`config.mk`:
```
export PLATFORM = sky130hd
export DESIGN_NAME = button_event_decoder
export DESIGN_NICKNAME = d
export VERILOG_FILES = /design/src/rtl/button_event_pkg.sv /design/src/rtl/hold_counter.sv /design/src/rtl/button_event_decoder.sv
export SDC_FILE = /design/constraint.sdc
export NUM_CORES = 1
export LEC_CHECK = 0
export BUFFER_PORTS_ARGS = -buffer_cell sky130_fd_sc_hd__buf_4
export CAP_MARGIN = 20
export CORE_MARGIN = 2
export CORE_UTILIZATION = 45
export CTS_BUF_LIST = sky130_fd_sc_hd__clkbuf_2 sky130_fd_sc_hd__clkbuf_4 sky130_fd_sc_hd__clkbuf_8
export DETAILED_ROUTE_END_ITERATION = 6
export MAX_ROUTING_LAYER = met4
export PLACE_DENSITY = 0.69
export SYNTH_ARGS = -nofsm -noshare
export SYNTH_HDL_FRONTEND = slang
export SYNTH_SLANG_ARGS = --single-unit
export TNS_END_PERCENT = 30
```
`constraint.sdc`:
```
create_clock -name clk -period 2.86 [get_ports clk]
set_clock_uncertainty 0.15 [all_clocks]
set_input_delay 0.572 -clock clk [delete_from_list [all_inputs] [get_ports clk]]
set_output_delay 0.572 -clock clk [all_outputs]
set_load 0.005 [all_outputs]
```
`src/rtl/button_event_pkg.sv`:
```
// rtl/button_event_pkg.sv - shared types and sizing helper for the button event decoder
package button_event_pkg;

  typedef enum logic [1:0] {
    LOCKOUT,
    IDLE,
    PRESSED,
    REPEATING
  } btn_state_t;

  // Width able to hold max(a, b) - 1, never narrower than one bit
  function automatic int cnt_width(input int a, input int b);
    int m;
    m = (a > b) ? a : b;
    return ($clog2(m) < 1) ? 1 : $clog2(m);
  endfunction

endpackage

```
`src/rtl/hold_counter.sv`:
```
// rtl/hold_counter.sv - clearable hold-time up-counter with terminal-count compare
module hold_counter #(
  parameter int WIDTH = 8
) (
  input  logic             clk,
  input  logic             rst_n,
  input  logic             i_clear,
  input  logic             i_inc,
  input  logic [WIDTH-1:0] i_terminal,
  output logic             o_at_terminal
);

  logic [WIDTH-1:0] r_count;

  always_ff @(posedge clk or negedge rst_n) begin
    if (!rst_n) begin
      r_count <= '0;
    end else if (i_clear) begin
      r_count <= '0;
    end else if (i_inc) begin
      r_count <= r_count + WIDTH'(1);
    end
  end

  assign o_at_terminal = (r_count == i_terminal);

endmodule

```
`src/rtl/button_event_decoder.sv`:
```
// rtl/button_event_decoder.sv - turns a debounced button level into press/release/long/repeat pulses
module button_event_decoder
  import button_event_pkg::*;
#(
  parameter int LONG_PRESS_CYCLES = 50_000_000,
  parameter int REPEAT_CYCLES     = 10_000_000
) (
  input  logic clk,
  input  logic reset,
  input  logic debounced_signal,
  input  logic enable,
  output logic press_pulse,
  output logic release_pulse,
  output logic long_press_pulse,
  output logic repeat_pulse,
  output logic held
);

  localparam int CNT_W = cnt_width(LONG_PRESS_CYCLES, REPEAT_CYCLES);
  localparam logic [CNT_W-1:0] LONG_TERM   = CNT_W'(LONG_PRESS_CYCLES - 1);
  localparam logic [CNT_W-1:0] REPEAT_TERM = CNT_W'(REPEAT_CYCLES - 1);

  btn_state_t       r_state;
  logic             w_inc;
  logic             w_clear;
  logic             w_at_term;
  logic [CNT_W-1:0] w_term;

  // The counter only advances while a held button is still short of its threshold;
  // every other case (state change, threshold hit, disable) returns it to zero.
  always_comb begin
    w_inc = 1'b0;
    if (enable && debounced_signal && !w_at_term &&
        (r_state == PRESSED || r_state == REPEATING)) begin
      w_inc = 1'b1;
    end
  end

  assign w_clear = !w_inc;
  assign w_term  = (r_state == REPEATING) ? REPEAT_TERM : LONG_TERM;

  hold_counter #(
    .WIDTH(CNT_W)
  ) u_hold_counter (
    .clk          (clk),
    .rst_n        (reset),
    .i_clear      (w_clear),
    .i_inc        (w_inc),
    .i_terminal   (w_term),
    .o_at_terminal(w_at_term)
  );

  always_ff @(posedge clk or negedge reset) begin
    if (!reset) begin
      r_state          <= LOCKOUT;
      press_pulse      <= 1'b0;
      release_pulse    <= 1'b0;
      long_press_pulse <= 1'b0;
      repeat_pulse     <= 1'b0;
      held             <= 1'b0;
    end else begin
      press_pulse      <= 1'b0;
      release_pulse    <= 1'b0;
      long_press_pulse <= 1'b0;
      repeat_pulse     <= 1'b0;
      if (!enable) begin
        r_state <= LOCKOUT;
        held    <= 1'b0;
      end else begin
        case (r_state)
          LOCKOUT: begin
            held <= 1'b0;
            if (!debounced_signal) r_state <= IDLE;
          end
          IDLE: begin
            if (debounced_signal) begin
              r_state     <= PRESSED;
              press_pulse <= 1'b1;
              held        <= 1'b1;
            end else begin
              held <= 1'b0;
            end
          end
          PRESSED: begin
            // Release takes priority over a coincident long-press threshold
            if (!debounced_signal) begin
              r_state       <= IDLE;
              release_pulse <= 1'b1;
              held          <= 1'b0;
            end else begin
              held <= 1'b1;
              if (w_at_term) begin
                r_state          <= REPEATING;
                long_press_pulse <= 1'b1;
              end
            end
          end
          REPEATING: begin
            if (!debounced_signal) begin
              r_state       <= IDLE;
              release_pulse <= 1'b1;
              held          <= 1'b0;
            end else begin
              held <= 1'b1;
              if (w_at_term) repeat_pulse <= 1'b1;
            end
          end
          default: begin
            r_state <= LOCKOUT;
            held    <= 1'b0;
          end
        endcase
      end
    end
  end

endmodule

```
==> metrics.txt <==
worst-skew pair later-pin latency 0.28 ns; Antenna Nets Post-Route 0; RSZ-0062 raised after global routing no; r2r endpoint u_hold_counter.r_count[11]$_DFF_PN0_; Least-Margin Pin Slew 0.443 ns; Core Area 0.00369 mm2; antenna cells 0; final setup vio count 0; Required @ worst endpoint 2.87 ns; DIE WIDTH 66.0 um; final std cells w/o fill 238; Avg Cell Area, Syn 9.71 um2; number of synthesized flops with an enable pin 0; power density cells 591 mW/mm2; hold_buf cts 0; Reg power frac 43.3%; global route overflow 0; Synth Instances 178; Final GP Congestion 0.858; Critical Path AT 2.41 ns; Worst setup SP type flop; Inst Count DP 230; met1 usage 21.0%; met2 GRT Util 29.8%; setup_tns 0 ns; Crit Path Class reg2reg; Num CTS Buffers 5; CTS tree done; drc violations 0; largest area contributor in the netlist dfrtp_1; Hold Crit Class in2async; first-pass GRT wire length 5.78 mm; maximum vdd drop 0.353 mV; switching part of the total 23.5%; Sinks on Clock Net 33; port bufs 8; R2R cell count 7; antenna violations before repair 0; Distinct cells, synth 35; Yosys warnings 0; most frequent cells in the layout dfrtp_1 (33), nor2_1 (31), nand2_1 (15), xnor2_1 (15), buf_4 (10); Synth async-reset ratio 100%; maximum fanout along the worst path 25; Clk network pwr share 44.3%; Initial Utilization 46.9%; Via density 5.30; routed vias 1262; Synth top area share 47.8%; f_max 0.418 GHz; Synth Flop Type dfrtp_1; combinational share of power 12.4%; leakage 0.000801 uW; Synth Register Bits 33; Sw Pwr 273 uW; CP endpoint kind flop; status completed; Total GRT Usage 18.4%; DP HPWL 2.37 mm; Final min period 2.39 ns; Slew HR 70.4%; die height 66.0 um; drt total wl 3.31 mm; layout cells sized above 1 13.2%; busiest grt layer met2; CTS Buffer Depth 2; CTS resizes 0; GR Util met3 6.13%; pins over their slew limit 0; top cells by area, synth dfrtp_1 (48%), xnor2_1 (7.6%), nor2_1 (6.7%); crit share post-route 83.7%; Placement Rows 22; Fin. Hold Viols 0; R2R Setup Slk 0.47 ns; TritonRoute pass-1 iters 4; Setup Fix Bufs, Post-CTS 0; R2R Path Start r_state[0]$_DFFE_PN0P_; fin nets 199; Max H-tree Level 2; die area 0.00435 mm2; Synth Cell Area 0.00173 mm2; wire length per cell 13.9 um; pin count of the biggest net entering global routing 34; Max-Cap Viols 0; commonest non-fill, non-tap cell in the layout dfrtp_1; First DRT Iteration DRCs 98; clock root cell clkbuf_8; number of global-route vias before repair 1294; internal power 890 uW; IO Count 9; Worst-path clk slew 0.07 ns; Synth Net Count 188; post-synthesis sequential area ratio 47.8%; P&R area growth vs syn 13.7%
[cells by family after synthesis]
| family | Yosys count | synth area share (%) |
|---|---|---|
| xor+xnor | 22 | 11.1 |
| fa+ha+maj | 6 | 4.34 |
| flops | 33 | 47.8 |
| buf+inv | 13 | 3.33 |
| mux | 1 | 0.579 |
| compound gates | 8 | 3.40 |
| simple gates | 95 | 29.5 |
[metrics by stage]
stage / power (uW) / hold WS (ns) / area (um2) / setup slack, ns / util (%)
5_1_grt: 1230 / 0.0925 / 1970 / 0.253 / 53.3
6_report: 1160 / 0.0671 / 1970 / 0.465 / 53.3
2_1_floorplan: 608 / 0.126 / 1730 / 0.679 / -
3_3_place_gp: 646 / 0.313 / 1830 / 0.595 / 49.7
4_1_cts: 1170 / 0.0805 / 1970 / 0.468 / 53.3
3_5_place_dp: 658 / 0.325 / 1830 / 0.483 / 49.7
[worst max-delay path by stage]
stage / startpoint / to / slack, ns / depth (start not counted)
2_1_floorplan: r_state[0]$_DFFE_PN0P_ / u_hold_counter.r_count[16]$_DFF_PN0_ / 0.68 / 8
3_3_place_gp: r_state[0]$_DFFE_PN0P_ / u_hold_counter.r_count[2]$_DFF_PN0_ / 0.60 / 7
3_5_place_dp: r_state[0]$_DFFE_PN0P_ / u_hold_counter.r_count[11]$_DFF_PN0_ / 0.48 / 7
4_1_cts: r_state[0]$_DFFE_PN0P_ / u_hold_counter.r_count[24]$_DFF_PN0_ / 0.47 / 7
5_1_grt: r_state[0]$_DFFE_PN0P_ / u_hold_counter.r_count[24]$_DFF_PN0_ / 0.25 / 7
6_report: r_state[0]$_DFFE_PN0P_ / u_hold_counter.r_count[11]$_DFF_PN0_ / 0.47 / 7
[power groups by stage]
| stage | Clock, uW | Sequential, uW | Combinational (uW) |
|---|---|---|---|
| 3_3_place_gp | 0 | 509 | 136 |
| 5_1_grt | 556 | 507 | 164 |
| 4_1_cts | 524 | 504 | 146 |
| 2_1_floorplan | 0 | 508 | 99.6 |
| 6_report | 515 | 504 | 144 |
| 3_5_place_dp | 0 | 512 | 146 |
[Yosys cell counts, types with 2 or more instances]
cell type	instances
nand4_1	5
nand2_1	15
nor2_1	31
and2_1	3
and3_4	2
ha_1	6
nor2b_1	2
nor3_1	6
nand3_1	8
inv_1	7
or2_1	3
xnor2_1	15
buf_4	2
clkbuf_1	3
xor2_1	7
dfrtp_1	33
and4_1	3
a21oi_1	2
nor4_1	7
and3_1	3
[critical path, stage by stage, from the launching register on]
cell and delay, ns:
dfrtp_1 0.42, ha_1 0.26, nor4b_1 0.26, nand4_1 0.14, a2111oi_2 0.51, or2_1 0.16, buf_4 0.26, nor2_1 0.10
[per-layer routing]
layer / up-vias / wire length, um / share of wire [%]
li1: 622 / - / -
met1: 620 / 1480 / 45
met2: 16 / 1670 / 50
met3: 4 / 106 / 3.2
met4: 0 / 59 / 1.8
met5: - / 0 / 0
[sequential cells by signal, indices dropped and copies added, names as in the netlist]
signal	count
u_hold_counter.r_count	26
press_pulse	1
long_press_pulse	1
held	1
repeat_pulse	1
r_state	2
release_pulse	1
[area by class of cell]
class | count | area (um2)
clock buffer | 5 | 68.8
tap | 48 | 60.1
timing repair buffer | 10 | 75.1
inverter | 7 | 26.3
sequential | 33 | 826
multi-input combinational | 132 | 846
clock inverter | 3 | 65.1
fill | 329 | 1720
(Power assumes the default switching activity.)
